File: config.mk
export PLATFORM = sky130hd
export DESIGN_NAME = alu_seq
export DESIGN_NICKNAME = d
export VERILOG_FILES = /design/src/rtl/alu_seq.sv
export SDC_FILE = /design/constraint.sdc
export NUM_CORES = 1
export LEC_CHECK = 0
export ABC_AREA = 1
export CELL_PAD_IN_SITES_DETAIL_PLACEMENT = 0
export CELL_PAD_IN_SITES_GLOBAL_PLACEMENT = 1
export CORE_UTILIZATION = 42
export DETAILED_ROUTE_END_ITERATION = 10
export GPL_ROUTABILITY_DRIVEN = 1
export GPL_TIMING_DRIVEN = 0
export PLACE_DENSITY_LB_ADDON = 0.1
export SYNTH_ARGS = -nofsm -noshare
export SYNTH_HDL_FRONTEND = slang
export SYNTH_SLANG_ARGS = --single-unit
File: constraint.sdc
create_clock -name clk -period 2.62 [get_ports clk]
set_input_delay 0.524 -clock clk [delete_from_list [all_inputs] [get_ports clk]]
set_output_delay 0.524 -clock clk [all_outputs]
set_load 0.03 [all_outputs]
File: src/rtl/alu_seq.sv
// Sequential ALU: single-cycle logic/arithmetic ops, plus WIDTH-cycle shift-add
// multiply and restoring divide. Results and flags are registered and held until the next done.
module alu_seq #(
  parameter int WIDTH = 8
) (
  input  logic             clk,
  input  logic             reset_n,
  input  logic             start,
  input  logic [3:0]       op,
  input  logic [WIDTH-1:0] data_a,
  input  logic [WIDTH-1:0] data_b,
  output logic             busy,
  output logic             done,
  output logic [WIDTH-1:0] data_r,
  output logic [WIDTH-1:0] data_h,
  output logic             zf,
  output logic             nf,
  output logic             cf,
  output logic             vf
);

  localparam int CW = $clog2(WIDTH);

  localparam logic [1:0] S_IDLE = 2'd0;
  localparam logic [1:0] S_RUN  = 2'd1;
  localparam logic [1:0] S_FIN  = 2'd2;

  localparam logic [3:0] OP_ADD = 4'd0;
  localparam logic [3:0] OP_SUB = 4'd1;
  localparam logic [3:0] OP_TRA = 4'd2;
  localparam logic [3:0] OP_TRB = 4'd3;
  localparam logic [3:0] OP_AND = 4'd4;
  localparam logic [3:0] OP_OR  = 4'd5;
  localparam logic [3:0] OP_XOR = 4'd6;
  localparam logic [3:0] OP_SHL = 4'd7;
  localparam logic [3:0] OP_SHR = 4'd8;
  localparam logic [3:0] OP_MUL = 4'd9;
  localparam logic [3:0] OP_DIV = 4'd10;

  logic [1:0]       state;
  logic             is_mul;
  logic [CW-1:0]    cnt;
  // hi: partial product high word / partial remainder; lo: multiplier / quotient shift register.
  logic [WIDTH-1:0] hi, lo, mcand;

  logic [WIDTH-1:0] res_r, res_h;
  logic             res_c, res_v;
  logic             long_op;

  logic [WIDTH-1:0] step_hi, step_lo;
  logic [WIDTH:0]   sum, shifted;

  assign long_op = (op == OP_MUL) || ((op == OP_DIV) && (data_b != '0));

  // Single-cycle results, computed straight from the operands being accepted.
  always_comb begin
    // NOTE: every combinational output gets a default first so no path leaves it unassigned (no latch).
    res_r = '0;
    res_h = '0;
    res_c = 1'b0;
    res_v = 1'b0;
    case (op)
      OP_ADD: begin
        {res_c, res_r} = {1'b0, data_a} + {1'b0, data_b};
        res_v = (data_a[WIDTH-1] == data_b[WIDTH-1]) && (res_r[WIDTH-1] != data_a[WIDTH-1]);
      end
      OP_SUB: begin
        {res_c, res_r} = {1'b0, data_a} - {1'b0, data_b};
        res_v = (data_a[WIDTH-1] != data_b[WIDTH-1]) && (res_r[WIDTH-1] != data_a[WIDTH-1]);
      end
      OP_TRA: res_r = data_a;
      OP_TRB: res_r = data_b;
      OP_AND: res_r = data_a & data_b;
      OP_OR:  res_r = data_a | data_b;
      OP_XOR: res_r = data_a ^ data_b;
      OP_SHL: begin
        res_r = {data_a[WIDTH-2:0], 1'b0};
        res_c = data_a[WIDTH-1];
      end
      OP_SHR: begin
        res_r = {1'b0, data_a[WIDTH-1:1]};
        res_c = data_a[0];
      end
      OP_DIV: begin
        // Only reached with a zero divisor; nonzero divisors take the iterative path.
        res_r = '1;
        res_h = data_a;
        res_v = 1'b1;
      end
      default: ;
    endcase
  end

  // One iteration of shift-add multiply or restoring divide.
  always_comb begin
    step_hi = hi;
    step_lo = lo;
    sum     = '0;
    shifted = '0;
    if (is_mul) begin
      sum     = {1'b0, hi} + (lo[0] ? {1'b0, mcand} : '0);
      step_hi = sum[WIDTH:1];
      step_lo = {sum[0], lo[WIDTH-1:1]};
    end else begin
      shifted = {hi, lo[WIDTH-1]};
      if (shifted >= {1'b0, mcand}) begin
        step_hi = shifted[WIDTH-1:0] - mcand;
        step_lo = {lo[WIDTH-2:0], 1'b1};
      end else begin
        step_hi = shifted[WIDTH-1:0];
        step_lo = {lo[WIDTH-2:0], 1'b0};
      end
    end
  end

  // NOTE: all state uses non-blocking assignments so every register sees pre-edge values.
  always_ff @(posedge clk or negedge reset_n) begin
    // NOTE: every register, including datapath ones, is reset so an aborted operation leaves nothing behind.
    if (!reset_n) begin
      state  <= S_IDLE;
      is_mul <= 1'b0;
      cnt    <= '0;
      hi     <= '0;
      lo     <= '0;
      mcand  <= '0;
      busy   <= 1'b0;
      done   <= 1'b0;
      data_r <= '0;
      data_h <= '0;
      zf     <= 1'b0;
      nf     <= 1'b0;
      cf     <= 1'b0;
      vf     <= 1'b0;
    end else begin
      done <= 1'b0;
      case (state)
        S_IDLE: begin
          if (start) begin
            if (long_op) begin
              state  <= S_RUN;
              busy   <= 1'b1;
              is_mul <= (op == OP_MUL);
              hi     <= '0;
              lo     <= data_a;
              mcand  <= data_b;
              cnt    <= CW'(WIDTH - 1);
            end else begin
              state  <= S_FIN;
              done   <= 1'b1;
              data_r <= res_r;
              data_h <= res_h;
              zf     <= (res_r == '0);
              nf     <= res_r[WIDTH-1];
              cf     <= res_c;
              vf     <= res_v;
            end
          end
        end
        S_RUN: begin
          hi <= step_hi;
          lo <= step_lo;
          if (cnt == '0) begin
            state  <= S_FIN;
            busy   <= 1'b0;
            done   <= 1'b1;
            data_r <= step_lo;
            data_h <= step_hi;
            zf     <= (step_lo == '0);
            nf     <= step_lo[WIDTH-1];
            cf     <= is_mul && (step_hi != '0);
            vf     <= is_mul && (step_hi != '0);
          end else begin
            cnt <= cnt - 1'b1;
          end
        end
        S_FIN:   state <= S_IDLE;
        default: state <= S_IDLE;
      endcase
    end
  end

endmodule

==> run_results.csv, run 1 <==
group,metric,value,unit
finish,antenna_cells,0,
finish,layout.cells.non_filler,949,
setup_path,worstSetupStartpoint,"data_b[2]",
setup_path,start_kind,"input port",
power,p_leak,3.00,nW
yosys,ys_types,42,
grt,grt_pass1_wl,25000,um
routing,vias,5216,
finish,utilization,51.0,%
floorplan,die_h,110,um
clock_network,cts_buffers,5,
floorplan,pin_count,45,
clock_network,cts_tree,"built",
yosys,synth-edff-count,0,
grt,overflow,0,
timing,setup_viol,0,
floorplan,core-area,11400,um^2
finish,area_delta_synth_final,18.5,%
floorplan,num_rows,39,
setup_path,r2r_slack,0.18,ns
finish,drive_above_1_share,11.2,%
setup_path,slowest_stage,"clkdlybuf4s50_1",
routing,remaining_drc_errors,0,
status,status,"finished clean",
placed_design,globalplace.congestion,0.940,
routing,dr.pass1.iters,5,
timing,period_share,94.5,%
clock_network,ctsLongestPathBuffers,2,
clock_network,cts.htree.levels,2,
timing,period_needed,2.48,ns
timing,fmax,404,MHz
grt,grt_max_degree,28,
yosys,synth_seq_area_share,25.9,%
floorplan,die_w,110,um
yosys,ys_warn_count,0,
finish,nNetsFinal,877,
placed_design,dp.cells,938,
timing,slew_viol_final,0,
setup_path,critPathMaxFanout,8,
yosys,synth_nets,821,
routing,vias_per_cell,5.50,
grt,grt_pass1_vias,4854,
clock_network,holdBufCountCts,0,
setup_path,critPathCaptureType,"flop",
setup_path,cp_data_arrival_time,2.70,ns
grt,antenna_found_initial,0,
placed_design,dp_hpwl,13100,um
clock_network,numClockSinks,51,
setup_path,r2r_end,"vf",
yosys,netlist_area,4920,um^2
clock_network,cts_root_buf,"clkbuf_16",
yosys,synth_cells,750,
routing,first_iter_violations,346,
setup_path,path_buf_inv,3,
setup_path,crit_required,2.85,ns
setup_path,path_cells,"clkdlybuf4s50_1, inv_2, ha_4, inv_4, a21oi_1, nand2_1, nand4_1, nand3_1, nand3_1, nand3_1, nor2_1, nand4_1, a21oi_2",
timing,fin_skew,0.00965,ns
timing,slew-limit-headroom,56.8,%
routing,ant_nets,0,
setup_path,path_delay_family,"simple AND/OR/NAND/NOR gates",
setup_path,worstReg2RegStart,"hi[1]",
setup_path,max_stage_delay,0.53,ns
clock_network,worstSkewPairLatency,0.29,ns
yosys,synth-seq-cells,51,
setup_path,cp_common_cell,"nand3_1",
clock_network,clkTransAtPathRegs,0.07,ns
floorplan,initial_utilization,43.1,%
routing,wl,16100,um
setup_path,r2r_cells,14,
yosys,async_reset_ff_share,100,%
yosys,avgSynthCellArea,6.56,um^2
hold_path,hold_path_class,"input port to asynchronous set/reset pin",
timing,finalHoldViolCount,0,
routing,wl_per_cell,17.0,um
floorplan,die_area,12100,um^2
power,power_density,1250,nW/um^2
power,ir_drop,0.678,mV
setup_path,critical_path_class,"input port to flop",
grt,grt_usage,27.6,%
job,maxCapViolCount,0,
yosys,ys.flop_type,"dfrtp_1",
placed_design,portBuffers,44,
timing,tightest_slew,0.647,ns
==> cells in the mapped netlist, types with 3 or more instances <==
cell type | count | share of area [%]
nand2_1 | 191 | 15
inv_1 | 116 | 8.9
nor2_1 | 72 | 5.5
nand3_1 | 64 | 6.5
dfrtp_1 | 51 | 26
o21ai_0 | 51 | 5.2
ha_1 | 44 | 11
a21oi_1 | 32 | 3.3
nand4_1 | 18 | 2.3
a31oi_1 | 16 | 2.0
o21ai_2 | 10 | 1.8
o22ai_1 | 10 | 1.3
or2_2 | 9 | 1.1
nor3_1 | 8 | 0.81
buf_2 | 6 | 0.61
clkbuf_1 | 6 | 0.46
fa_1 | 4 | 1.6
a22oi_1 | 3 | 0.46
buf_4 | 3 | 0.46
nor2_2 | 3 | 0.38
o21bai_1 | 3 | 0.46
xor2_1 | 3 | 0.53
==> final cells by class <==
cell class	instances	area, um^2
Buffer	16	103
Clock buffer	5	125
Clock inverter	2	13.8
Fill cell	1209	5590
Inverter	119	454
Multi-Input combinational cell	562	3180
Sequential cell	51	1280
Tap cell	143	179
Timing Repair Buffer	51	494
==> metal layers <==
metal	global-route usage (%)	vias to the layer above	wire [um]
li1	-	2562	-
met1	34.1	2466	6940
met2	49.9	155	8010
met3	2.59	33	650
met4	9.87	0	507
met5	0	-	0
==> cell families (layout without fill, tap and decap cells) <==
group | Yosys count | count (layout) | share of synthesized area, %
buffers and inverters | 137 | 193 | 11.3
AO/OA/AOI/OAI | 133 | 133 | 15.8
flip-flops | 51 | 51 | 25.9
adder cells (fa/ha/maj) | 48 | 48 | 12.8
XOR/XNOR | 4 | 4 | 0.712
AND/OR/NAND/NOR | 377 | 377 | 33.4
==> repair_timing <==
action / in CTS / in global routing
setup buffers: 0 / 6
resized for setup: 14 / 46
pin swaps: 0 / 4
setup endpoints to repair: 10 / 9
==> power breakdown <==
| group | total (mW) | switching (mW) | internal (mW) |
|---|---|---|---|
| Combinational | 5.11 | 3.28 | 1.82 |
| Sequential | 1.54 | 0.342 | 1.20 |
| Clock | 0.638 | 0.289 | 0.349 |
==> through the flow <==
stage | hold WS, ns | setup TNS [ns] | worst slack, ns | instance area (um^2) | total power, mW
2_1_floorplan | 0.228 | 0 | 0.492 | 4920 | 5.00
3_3_place_gp | 0.467 | -29.48 | -0.648 | 5540 | 6.43
3_5_place_dp | 0.478 | -7.58 | -0.664 | 5550 | 6.51
4_1_cts | 0.280 | 0 | 0.000635 | 5690 | 7.17
5_1_grt | 0.302 | -0.00134 | -0.00134 | 5830 | 7.97
6_report | 0.249 | 0 | 0.143 | 5830 | 7.28
==> registers in the layout, indices dropped and copies added (netlist names), 2 cells and up <==
register,count
data_h,8
data_r,8
state,2
cnt,3
lo,8
mcand,8
hi,8
==> layout by cell type, fill, tap and decap left out, types with 3 or more instances in the layout <==
master and count:
clkdlybuf4s50_1 32, ha_1 40, nand2_1 191, o21ai_0 49
nor2_2 6, nor2_1 68, o22ai_1 10, inv_4 3
xor2_1 3, nor3_2 4, nor2_4 3, clkbuf_1 5
a31oi_1 16, nand4_1 18, o21ai_1 4, buf_6 3
nor3_1 5, inv_2 8, nand3_1 63, a21oi_1 30
o21ai_2 10, buf_4 9, inv_1 108, a22oi_1 3
dlymetal6s2s_1 4, o21bai_1 3, or2_2 9, clkbuf_16 5
buf_2 6, dfrtp_1 49, ha_4 3
==> worst max-delay path by stage <==
stage / depth (start not counted) / endpoint
after floorplan: 17 / cf
after detailed placement: 15 / zf
after global routing: 14 / zf
after global placement: 15 / zf
final: 13 / zf
after CTS: 15 / zf
Power figures use the tool's default switching activity.
==> inputs of run 2 (changes only) <==
--- a/config.mk
+++ b/config.mk
@@ -6,13 +6,16 @@
 export NUM_CORES = 1
 export LEC_CHECK = 0
 export ABC_AREA = 1
+export CAP_MARGIN = 0
 export CELL_PAD_IN_SITES_DETAIL_PLACEMENT = 0
 export CELL_PAD_IN_SITES_GLOBAL_PLACEMENT = 1
+export CORE_MARGIN = 2
 export CORE_UTILIZATION = 42
 export DETAILED_ROUTE_END_ITERATION = 10
 export GPL_ROUTABILITY_DRIVEN = 1
 export GPL_TIMING_DRIVEN = 0
 export PLACE_DENSITY_LB_ADDON = 0.1
+export SETUP_SLACK_MARGIN = 0.2
 export SYNTH_ARGS = -nofsm -noshare
 export SYNTH_HDL_FRONTEND = slang
 export SYNTH_SLANG_ARGS = --single-unit
==> run_results.csv, run 2 (synthesized netlist as in run 1, its figures left out) <==
group,metric,value,unit
status,status,"finished clean",
placed_design,dp_hpwl,13100,um
finish,area_delta_synth_final,26.5,%
timing,period_needed,2.37,ns
floorplan,core-area,11400,um^2
clock_network,numClockSinks,51,
power,p_leak,3.08,nW
floorplan,num_rows,39,
clock_network,worstSkewPairLatency,0.30,ns
timing,slew-limit-headroom,55.8,%
grt,grt_pass1_wl,26200,um
clock_network,cts_root_buf,"clkbuf_16",
clock_network,holdBufCountCts,0,
clock_network,ctsLongestPathBuffers,2,
timing,fin_skew,0.00930,ns
timing,period_share,90.5,%
floorplan,initial_utilization,43.1,%
grt,grt_pass1_vias,5263,
timing,finalHoldViolCount,0,
power,seq_power_share,18.9,%
timing,rsz0062_at_grt,"true",
clock_network,cts_buffers,5,
setup_path,slowest_stage,"clkdlybuf4s50_1",
routing,remaining_drc_errors,0,
setup_path,critPathMaxFanout,7,
clock_network,cts.htree.levels,2,
setup_path,r2r_cells,18,
grt,grt_usage,26.2,%
setup_path,crit_required,2.85,ns
power,internal-power,3.86,mW
power,power_density,1300,nW/um^2
finish,multi_input_comb_area,3420,um^2
grt,antenna_found_initial,0,
setup_path,critPathCaptureType,"flop",
finish,utilization,54.5,%
finish,final_common_cell,"nand2_1",
power,ir_drop,0.960,mV
routing,ant_nets,0,
power,netSwitchingFraction,52.4,%
setup_path,worstReg2RegStart,"lo[0]",
finish,drive_above_1_share,18.4,%
setup_path,critical_path_class,"input port to flop",
routing,dr.pass1.iters,5,
routing,first_iter_violations,486,
floorplan,die_area,12600,um^2
finish,final_cell_mix,"nand2_1, inv_1, nor2_1",
timing,fin_tns_setup,0,ns
setup_path,worstSetupStartpoint,"data_b[5]",
job,maxCapViolCount,0,
timing,worst_hold_slack,0.248,ns
hold_path,hold_path_class,"input port to asynchronous set/reset pin",
setup_path,path_cells,"clkdlybuf4s50_1, inv_2, ha_4, inv_1, a21oi_1, nand3_2, o21ai_1, nand3_1, nor2_1, nand4_1, a21oi_2",
finish,fill_cells,1205,
routing,wl,16900,um
floorplan,die_h,112,um
finish,antenna_cells,0,
placed_design,globalplace.congestion,0.912,
timing,tightest_slew,0.663,ns
timing,slew_viol_final,0,
timing,fmax,422,MHz
power,p_comb_share,71.3,%
setup_path,max_stage_delay,0.54,ns
finish,seq_area,1280,um^2
clock_network,clkTransAtPathRegs,0.08,ns
floorplan,die_w,112,um
timing,setup_viol,0,
power,p_total,8.11,mW
routing,vias_per_cell,5.51,
routing,vias,5337,
power,switchingPower,4.25,mW
placed_design,portBuffers,44,
grt,overflow,0,
setup_path,cp_data_arrival_time,2.60,ns
floorplan,pin_count,45,
finish,nNetsFinal,895,
clock_network,cts_tree,"built",
power,power_frac_clock,9.8,%
setup_path,start_kind,"input port",
routing,wl_per_cell,17.4,um
grt,grt_max_degree,28,
## run 2: changes by cell type in the layout (fill, tap and decap cells not counted), sizes merged, moves of 2 or more
cell and change:
dlygate4sd2 +3, clkdlybuf4s50 -2, dlymetal6s2s -3, clkinv -2, buf +19
## run 2: layout make-up
cell class	instances	area share, %
Multi-Input combinational cell	562	54.9
Sequential cell	51	20.6
Timing Repair Buffer	67	9.63
Inverter	119	7.26
Tap cell	143	2.87
Clock buffer	5	2.01
Buffer	18	1.99
Clock inverter	3	0.744
## run 2: final timing paths
path,to,slack (ns)
min reg2reg,data_r[2],0.49
max in group asynchronous,vf,1.80
min,data_h[6],0.25
max,zf,0.25
max reg2reg,vf,0.32
min in group clk,data_r[2],0.49
## run 2: layer usage
metal  GRT usage (%)  vias up  wire (um)
met2            46.3      178       8300
met3            2.48       39        704
met1            32.5     2527       7170
met4            11.6        0        676
met5               0        -          0
li1                -     2593          -
## run 2: repair_timing
action                     CTS  global route
pin swaps                    6            21
setup endpoints to repair   21            22
cloned                       0             1
buffers inserted             2            19
resized for setup           58            69
## run 2: metrics by stage
step,worst slack (ns),instance area [um^2],cells
floorplan,0.492,4920,750
CTS,0.200,5810,948
detailed placement,-0.691,5550,938
global route,0.0918,6220,968
finish,0.250,6220,968
global placement,-0.654,5540,937
## run 2: worst max-delay path: cells and delay by family
family	cells	cell delay, ns
adder cells (fa/ha/maj)	1	0.33
AO/OA/AOI/OAI	3	0.53
buffers and inverters	3	0.76
AND/OR/NAND/NOR	4	0.47
## run 2: power by group through the flow
stage               Sequential, mW  Combinational [mW]  Clock [mW]
global placement              1.50                4.94           0
floorplan                     1.75                3.25           0
CTS                           1.50                5.09       0.796
global route                  1.58                6.42       0.830
detailed placement            1.51                4.98           0
finish                        1.53                5.78       0.792
